==> src/rtl/wb_initiator_pkg.sv <==
// -----------------------------------------------------------------------------
// wb_initiator_pkg
// Shared definitions for the Wishbone classic single-transfer initiator:
// bus widths, FSM state encoding, the latched request record and a helper
// that sizes the bus-timeout counter.
// -----------------------------------------------------------------------------
`timescale 1ns/1ps
package wb_initiator_pkg;

    localparam int WB_ADDR_W = 32;
    localparam int WB_DATA_W = 32;
    localparam int WB_SEL_W  = 4;

    // Encodings are fixed so state values match other masters on this RAM.
    typedef enum logic [1:0] {
        ST_IDLE = 2'd0,
        ST_BUS  = 2'd1,
        ST_RESP = 2'd2
    } state_t;

    // One request as captured from the request channel and driven on the bus.
    typedef struct packed {
        logic [WB_ADDR_W-1:0] addr;
        logic [WB_DATA_W-1:0] data;
        logic [WB_SEL_W-1:0]  sel;
        logic                 we;
    } wb_req_t;

    // Counter wide enough to hold TIMEOUT_CYCLES; at least one bit so a
    // disabled timeout (0) still elaborates a legal vector.
    function automatic int cnt_width(input int unsigned timeout_cycles);
        return (timeout_cycles == 0) ? 1 : $clog2(timeout_cycles + 1);
    endfunction

endpackage

==> src/rtl/wb_initiator_if.sv <==
// -----------------------------------------------------------------------------
// wb_initiator_if
// Wishbone classic bus bundle between one initiator and one target.
//   adr    : byte address              (initiator -> target)
//   dat_w  : write data                (initiator -> target)
//   sel    : byte lane select          (initiator -> target)
//   cyc    : bus cycle in progress     (initiator -> target)
//   stb    : strobe / transfer valid   (initiator -> target)
//   we     : 1 = write                 (initiator -> target)
//   dat_r  : read data                 (target -> initiator)
//   ack    : transfer acknowledge      (target -> initiator)
//   err    : transfer error            (target -> initiator)
// -----------------------------------------------------------------------------
`timescale 1ns/1ps
interface wb_initiator_if;
    import wb_initiator_pkg::*;

    logic [WB_ADDR_W-1:0] adr;
    logic [WB_DATA_W-1:0] dat_w;
    logic [WB_SEL_W-1:0]  sel;
    logic                 cyc;
    logic                 stb;
    logic                 we;
    logic [WB_DATA_W-1:0] dat_r;
    logic                 ack;
    logic                 err;

    modport master (
        output adr, dat_w, sel, cyc, stb, we,
        input  dat_r, ack, err
    );

    modport slave (
        input  adr, dat_w, sel, cyc, stb, we,
        output dat_r, ack, err
    );

endinterface

==> src/rtl/wb_initiator.sv <==
// -----------------------------------------------------------------------------
// wb_initiator
// Wishbone classic single-transfer bus master. A request accepted on the
// valid/ready request channel becomes exactly one Wishbone cycle; its outcome
// (read data or error) is returned on the valid/ready response channel.
// At most one transfer is outstanding. Every output is a flop, so there is no
// combinational path from any input to any output.
//
// Parameters
//   TIMEOUT_CYCLES : cycles in BUS without ack/err before the cycle is aborted
//                    with an error; 0 disables the timeout.
//   CHECK_ALIGN    : 1 = a request with addr[1:0] != 0 is answered with an
//                    error and never reaches the bus.
//
// Ports
//   clk, rst_n     : clock, asynchronous active-low reset
//   req_*          : request channel (valid/ready, addr, data, sel, we)
//   rsp_*          : response channel (valid/ready, data, err)
//   wbm            : Wishbone master side of wb_initiator_if
// -----------------------------------------------------------------------------
`timescale 1ns/1ps
module wb_initiator
    import wb_initiator_pkg::*;
#(
    parameter int unsigned TIMEOUT_CYCLES = 255,
    parameter bit          CHECK_ALIGN    = 1'b1
) (
    input  logic                 clk,
    input  logic                 rst_n,

    input  logic                 req_valid,
    output logic                 req_ready,
    input  logic [WB_ADDR_W-1:0] req_addr,
    input  logic [WB_DATA_W-1:0] req_data,
    input  logic [WB_SEL_W-1:0]  req_sel,
    input  logic                 req_we,

    output logic                 rsp_valid,
    input  logic                 rsp_ready,
    output logic [WB_DATA_W-1:0] rsp_data,
    output logic                 rsp_err,

    wb_initiator_if.master       wbm
);

    localparam int CNT_W = cnt_width(TIMEOUT_CYCLES);

    // Count value seen on the edge that aborts the cycle. Unused when the
    // timeout is disabled, but kept legal so the subtraction cannot underflow.
    localparam logic [CNT_W-1:0] CNT_LAST =
        (TIMEOUT_CYCLES == 0) ? '0 : CNT_W'(TIMEOUT_CYCLES - 1);
    localparam logic [CNT_W-1:0] CNT_MAX  = '1;

    // Registered state and its next-state values.
    state_t                 state_q,     state_d;
    logic [CNT_W-1:0]       cnt_q,       cnt_d;
    wb_req_t                bus_q,       bus_d;
    logic                   cyc_q,       cyc_d;
    logic                   stb_q,       stb_d;
    logic                   req_ready_q, req_ready_d;
    logic                   rsp_valid_q, rsp_valid_d;
    logic [WB_DATA_W-1:0]   rsp_data_q,  rsp_data_d;
    logic                   rsp_err_q,   rsp_err_d;

    logic                   misaligned;
    logic                   timeout_hit;

    assign misaligned  = CHECK_ALIGN && (req_addr[1:0] != 2'b00);
    assign timeout_hit = (TIMEOUT_CYCLES != 0) && (cnt_q == CNT_LAST);

    // -------------------------------------------------------------------------
    // Next-state and next-output logic
    // -------------------------------------------------------------------------
    always_comb begin
        // NOTE: every signal driven here gets a hold-value default first, so
        // no path through the case statement can leave one unassigned and
        // infer a latch.
        state_d     = state_q;
        cnt_d       = cnt_q;
        bus_d       = bus_q;
        cyc_d       = cyc_q;
        stb_d       = stb_q;
        req_ready_d = req_ready_q;
        rsp_valid_d = rsp_valid_q;
        rsp_data_d  = rsp_data_q;
        rsp_err_d   = rsp_err_q;

        unique case (state_q)
            ST_IDLE: begin
                if (req_valid) begin
                    req_ready_d = 1'b0;
                    if (misaligned) begin
                        // Answered locally; the bus never sees this request.
                        rsp_valid_d = 1'b1;
                        rsp_err_d   = 1'b1;
                        rsp_data_d  = '0;
                        state_d     = ST_RESP;
                    end else begin
                        bus_d = '{addr: req_addr, data: req_data,
                                  sel:  req_sel,  we:   req_we};
                        cyc_d   = 1'b1;
                        stb_d   = 1'b1;
                        cnt_d   = '0;
                        state_d = ST_BUS;
                    end
                end
            end

            ST_BUS: begin
                if (cnt_q != CNT_MAX) begin
                    cnt_d = cnt_q + CNT_W'(1);
                end
                // err beats ack beats timeout. cyc/stb drop on the same edge
                // that samples ack/err, so a target generating
                // ack = cyc & stb & !ack never sees a second strobe.
                if (wbm.err) begin
                    cyc_d       = 1'b0;
                    stb_d       = 1'b0;
                    rsp_valid_d = 1'b1;
                    rsp_err_d   = 1'b1;
                    rsp_data_d  = '0;
                    state_d     = ST_RESP;
                end else if (wbm.ack) begin
                    cyc_d       = 1'b0;
                    stb_d       = 1'b0;
                    rsp_valid_d = 1'b1;
                    rsp_err_d   = 1'b0;
                    rsp_data_d  = bus_q.we ? '0 : wbm.dat_r;
                    state_d     = ST_RESP;
                end else if (timeout_hit) begin
                    cyc_d       = 1'b0;
                    stb_d       = 1'b0;
                    rsp_valid_d = 1'b1;
                    rsp_err_d   = 1'b1;
                    rsp_data_d  = '0;
                    state_d     = ST_RESP;
                end
            end

            ST_RESP: begin
                if (rsp_ready) begin
                    rsp_valid_d = 1'b0;
                    req_ready_d = 1'b1;
                    state_d     = ST_IDLE;
                end
            end

            default: begin
                // Unreachable encoding: return to a clean idle bus.
                cyc_d       = 1'b0;
                stb_d       = 1'b0;
                rsp_valid_d = 1'b0;
                req_ready_d = 1'b1;
                state_d     = ST_IDLE;
            end
        endcase
    end

    // -------------------------------------------------------------------------
    // State register. Reset is asynchronous so cyc/stb drop the moment rst_n
    // falls, and any pending response is discarded.
    // -------------------------------------------------------------------------
    always_ff @(posedge clk or negedge rst_n) begin
        // NOTE: non-blocking assignments here so every flop samples the
        // pre-edge value of every other flop, independent of statement order.
        if (!rst_n) begin
            state_q     <= ST_IDLE;
            cnt_q       <= '0;
            bus_q       <= '0;
            cyc_q       <= 1'b0;
            stb_q       <= 1'b0;
            req_ready_q <= 1'b1;
            rsp_valid_q <= 1'b0;
            rsp_data_q  <= '0;
            rsp_err_q   <= 1'b0;
        end else begin
            state_q     <= state_d;
            cnt_q       <= cnt_d;
            bus_q       <= bus_d;
            cyc_q       <= cyc_d;
            stb_q       <= stb_d;
            req_ready_q <= req_ready_d;
            rsp_valid_q <= rsp_valid_d;
            rsp_data_q  <= rsp_data_d;
            rsp_err_q   <= rsp_err_d;
        end
    end

    // -------------------------------------------------------------------------
    // Outputs straight from flops
    // -------------------------------------------------------------------------
    assign req_ready = req_ready_q;
    assign rsp_valid = rsp_valid_q;
    assign rsp_data  = rsp_data_q;
    assign rsp_err   = rsp_err_q;

    assign wbm.adr   = bus_q.addr;
    assign wbm.dat_w = bus_q.data;
    assign wbm.sel   = bus_q.sel;
    assign wbm.we    = bus_q.we;
    assign wbm.cyc   = cyc_q;
    assign wbm.stb   = stb_q;

endmodule

==> src/flat_wrapper.sv <==
// flat-port wrapper written by rule: the top's interface ports become plain ports
module wb_initiator_flat import wb_initiator_pkg::*;
#(
    parameter int unsigned TIMEOUT_CYCLES = 255,
    parameter bit          CHECK_ALIGN    = 1'b1
)
  (clk, rst_n, req_valid, req_ready, req_addr, req_data, req_sel, req_we, rsp_valid, rsp_ready, rsp_data, rsp_err, wbm_adr, wbm_dat_w, wbm_sel, wbm_cyc, wbm_stb, wbm_we, wbm_dat_r, wbm_ack, wbm_err);
  wb_initiator_if wbm_i ();
  input  logic clk;
  input  logic rst_n;
  input  logic req_valid;
  output logic req_ready;
  input  logic [WB_ADDR_W-1:0] req_addr;
  input  logic [WB_DATA_W-1:0] req_data;
  input  logic [WB_SEL_W-1:0] req_sel;
  input  logic req_we;
  output logic rsp_valid;
  input  logic rsp_ready;
  output logic [WB_DATA_W-1:0] rsp_data;
  output logic rsp_err;
  output wire logic [$bits(wbm_i.adr)-1:0] wbm_adr;
  output wire logic [$bits(wbm_i.dat_w)-1:0] wbm_dat_w;
  output wire logic [$bits(wbm_i.sel)-1:0] wbm_sel;
  output wire logic [$bits(wbm_i.cyc)-1:0] wbm_cyc;
  output wire logic [$bits(wbm_i.stb)-1:0] wbm_stb;
  output wire logic [$bits(wbm_i.we)-1:0] wbm_we;
  input wire logic [$bits(wbm_i.dat_r)-1:0] wbm_dat_r;
  input wire logic [$bits(wbm_i.ack)-1:0] wbm_ack;
  input wire logic [$bits(wbm_i.err)-1:0] wbm_err;
  assign wbm_adr = wbm_i.adr;
  assign wbm_dat_w = wbm_i.dat_w;
  assign wbm_sel = wbm_i.sel;
  assign wbm_cyc = wbm_i.cyc;
  assign wbm_stb = wbm_i.stb;
  assign wbm_we = wbm_i.we;
  assign wbm_i.dat_r = wbm_dat_r;
  assign wbm_i.ack = wbm_ack;
  assign wbm_i.err = wbm_err;
  wb_initiator #(.TIMEOUT_CYCLES(TIMEOUT_CYCLES), .CHECK_ALIGN(CHECK_ALIGN)) u_core (.clk(clk), .rst_n(rst_n), .req_valid(req_valid), .req_ready(req_ready), .req_addr(req_addr), .req_data(req_data), .req_sel(req_sel), .req_we(req_we), .rsp_valid(rsp_valid), .rsp_ready(rsp_ready), .rsp_data(rsp_data), .rsp_err(rsp_err), .wbm(wbm_i));
endmodule
==> config.mk <==
export PLATFORM = sky130hd
export DESIGN_NAME = wb_initiator_flat
export DESIGN_NICKNAME = d
export VERILOG_FILES = /design/src/rtl/wb_initiator_pkg.sv /design/src/rtl/wb_initiator_if.sv /design/src/rtl/wb_initiator.sv /design/src/flat_wrapper.sv
export SDC_FILE = /design/constraint.sdc
export NUM_CORES = 1
export LEC_CHECK = 0
export BUFFER_PORTS_ARGS = -buffer_cell sky130_fd_sc_hd__buf_2
export CORE_MARGIN = 2
export CORE_UTILIZATION = 42
export DETAILED_ROUTE_END_ITERATION = 6
export MAX_ROUTING_LAYER = met4
export PLACE_DENSITY = 0.87
export RECOVER_POWER = 25
export SYNTH_ARGS = -nofsm -noshare
export SYNTH_HDL_FRONTEND = slang
export SYNTH_SLANG_ARGS = --single-unit
==> constraint.sdc <==
create_clock -name clk -period 1.3 [get_ports clk]
set_input_delay 0.13 -clock clk [delete_from_list [all_inputs] [get_ports clk]]
set_output_delay 0.13 -clock clk [all_outputs]
set_load 0.005 [all_outputs]
==> flow_summary_export.csv <==
group,metric,value,unit
floorplan,die_w,107.9,microns
placement,dp_hpwl,8275,microns
timing,setup_slack,-0.4747,ns
placement,dp_slack,-0.2571,ns
global_routing,grt_usage,34.91,%
power_and_ir_drop,switching_power,4932,uW
yosys,seq_area_frac_synth,63.53,%
detailed_routing,vias,5648,
critical_path,r2r-end,"u_core.rsp_data[1]",
timing,maxSlewViolCount,0,
yosys,synth_flop_cell,"dfrtp_1",
power_and_ir_drop,clkPwrFrac,32.0,%
timing,tns,-27.49,ns
detailed_routing,antenna_left,0,
power_and_ir_drop,finalPower,14480,uW
clock_network,cts_tree,"done",
floorplan,die_h,107.9,microns
power_and_ir_drop,pwr-share-comb,31.0,%
critical_path,crit_path_max_fanout,32,
clock_network,cts_max_level,4,
global_routing,grt_pass1_wl,29460,microns
power_and_ir_drop,p_leak,0.004880,uW
critical_path,endpoint_kind,"flip-flop",
global_routing,overflow,0,
yosys,syn-cell-area,0.004532,sq mm
critical_path,setup.worst_path.end,"u_core.rsp_data[1]",
yosys,avgSynthCellArea,10.37,sq um
timing,fin_crit,1.775,ns
layout,multi_input_area,0.002515,sq mm
power_and_ir_drop,p_int,9546,uW
critical_path,crit_required,1.71,ns
timing,slew_headroom,50.62,%
floorplan,coreArea,0.01042,sq mm
critical_path,crit_start,"u_core.state_q[1]",
layout,seq_area,0.002883,sq mm
clock_network,numCtsBuffers,17,
yosys,synth_nets,546,
detailed_routing,firstDrtPassIters,6,
detailed_routing,avgRoutedWirePerCell,25.58,microns
floorplan,row_count,37,
floorplan,die_area,0.01164,sq mm
yosys,synth_seq_cells,115,
placement,placement.io_buffers,212,
yosys,synth_edf_count,0,
global_routing,grt_start_max_net_pins,81,
critical_path,arrival,2.18,ns
timing,max_freq,563.5,MHz
critical_path,ff2ff_path_depth,6,
timing,setup_viol,116,
timing,hold_viol_final,0,
critical_path,regToRegSetupSlack,-0.47,ns
yosys,syn_inst,437,
placement,dp.cells,787,
power_and_ir_drop,p_seq_share,37.0,%
hold_path,min-delay-path-class,"input port to flip-flop",
critical_path,worstSetupStartpointType,"flip-flop",
timing,tightest_slew,0.7407,ns
floorplan,initial_core_util,43.51,%
layout,nets,929,
timing,hold_slack,0.04847,ns
clock_network,clkSlewWorstSetupHoldPaths,0.06,ns
placement,gp_congestion,0.8628,
flow_run,max_cap_violations,0,
clock_network,clockBufferDepth,2,
layout,syn2layout_area_growth,105.2,%
run_status,status,"complete, but fails checks",
yosys,synth.yosys.warnings,0,
clock_network,clkLatencyLatePin,0.52,ns
critical_path,r2r-start,"u_core.state_q[1]",
global_routing,antenna_found_initial,2,
layout,layout-drive-gt1-share,61.06,%
power_and_ir_drop,vdd_drop_max,0.9885,mV
yosys,async_flop_share,100.0,%
detailed_routing,drcViolationCount,0,
timing,min_period_over_period,136.5,%
clock_network,cts_root_buf,"clkbuf_8",
layout,fillers,375,
power_and_ir_drop,switching_share,34.06,%
timing,rsz0062_at_grt,"true",
run_status,violations,"setup timing",
power_and_ir_drop,power_per_cell_area,1557,mW/mm^2
clock_network,cts_num_sinks,115,
yosys,synthDistinctLibCells,39,
floorplan,io_pins,213,
timing,clock-skew-final,0.01673,ns
detailed_routing,wirelength,24840,microns
critical_path,crit_type,"flip-flop to flip-flop",
global_routing,grt_pass1_vias,5425,
detailed_routing,vias_per_cell,5.817,
layout,fin_cells,971,
detailed_routing,drt_iter0_markers,634,
per-stage QoR:
stage               util, %  area (sq um)
detailed placement    56.44          5879
CTS                   81.54          8493
global route          89.24          9295
floorplan                 -          4588
global placement      56.44          5879
finish                89.26          9298
cells by family (layout without fill, tap and decap cells):
group / count (synthesis) / in the layout / synth area share [%]
xor+xnor: 2 / 2 / 0.3866
flops: 115 / 115 / 63.53
other cells: 0 / 3 / 0
buf+inv: 28 / 418 / 3.727
fa+ha+maj: 2 / 2 / 0.5521
compound gates: 58 / 58 / 10.10
simple gates: 232 / 237 / 21.70
power groups by stage:
stage               sequential [uW]  clock, uW  combinational (uW)
floorplan                      5100          0                 964
global placement               5000          0                2350
detailed placement             5030          0                2480
CTS                            5060       4470                3320
global route                   5410       4820                4720
finish                         5360       4630                4490
layer usage:
metal | part of all wire, % | up-vias | global-route usage, %
met5 | 0 | - | -
met2 | 48 | 517 | 60.11
met3 | 11 | 153 | 8.232
li1 | - | 2217 | -
met1 | 35 | 2761 | 39.12
met4 | 5.7 | 0 | 14.19
worst min path at each step:
stage	slack (ns)	cells after the start	start	end
5_1_grt	0.03	3	req_valid	u_core.req_ready
3_5_place_dp	0.20	2	rst_n	u_core.rsp_data[28]
3_3_place_gp	0.19	2	rst_n	u_core.rsp_data[13]
2_1_floorplan	-0.17	0	rst_n	u_core.cnt_q[0]
4_1_cts	0.001	3	req_valid	u_core.req_ready
6_report	0.05	3	req_valid	u_core.req_ready
flip-flops by register name, indices dropped and copies added (netlist names), 2 cells and up:
signal and count:
u_core.rsp_data 32, u_core.wbm.dat_w 32, u_core.wbm.sel 4, u_core.state_q 2
u_core.cnt_q 8, u_core.wbm.adr 32
synthesized netlist by cell type, types with 2 or more instances:
master,count,area (sq um)
clkbuf_1,2,7.510
buf_6,5,56.30
dfrtp_1,114,2853
o211ai_1,2,15.01
o21ai_0,7,35.03
buf_2,14,70.07
inv_1,4,15.01
nand3_1,9,45.04
buf_4,2,15.01
a22o_1,32,280.3
nand2_1,208,780.8
o31ai_1,2,15.01
o22ai_1,3,18.77
a21oi_1,5,25.02
ha_1,2,25.02
and2_1,3,18.77
worst max-delay path, stage by stage, from the launching register on:
cell,delay (ns)
dfrtp_2,0.45
buf_6,0.15
buf_6,0.11
nand2b_4,0.17
nor4_4,0.21
buf_12,0.23
a22o_1,0.33
placed cells by master, fill, tap and decap left out, types with 4 or more instances in the layout:
master	count
a22o_1	32
buf_4	24
buf_16	9
nand3_2	5
buf_12	18
buf_6	13
dfrtp_1	111
nand2_4	60
nand2_2	89
clkbuf_8	4
nand2_1	58
nand2_8	7
clkinv_2	5
buf_2	210
clkbuf_16	20
dlygate4sd3_1	102
what timing repair did:
action / CTS / global route
hold buffers: 102 / 0
pin swaps: 65 / 85
setup buffers: 21 / 13
endpoints found under the hold margin: 217 / 0
resized for setup: 116 / 200
setup endpoints to repair: 113 / 116
gates cloned: 16 / 8
final cells by class:
cell class | count | area share [%]
tap | 136 | 1.830
clock inverter | 10 | 1.157
clock buffer | 21 | 4.939
multi-input combinational | 299 | 27.05
inverter | 4 | 0.1615
sequential | 115 | 31.01
antenna | 3 | 0.08074
timing repair buffer | 383 | 33.78
Power figures use the tool's default switching activity.
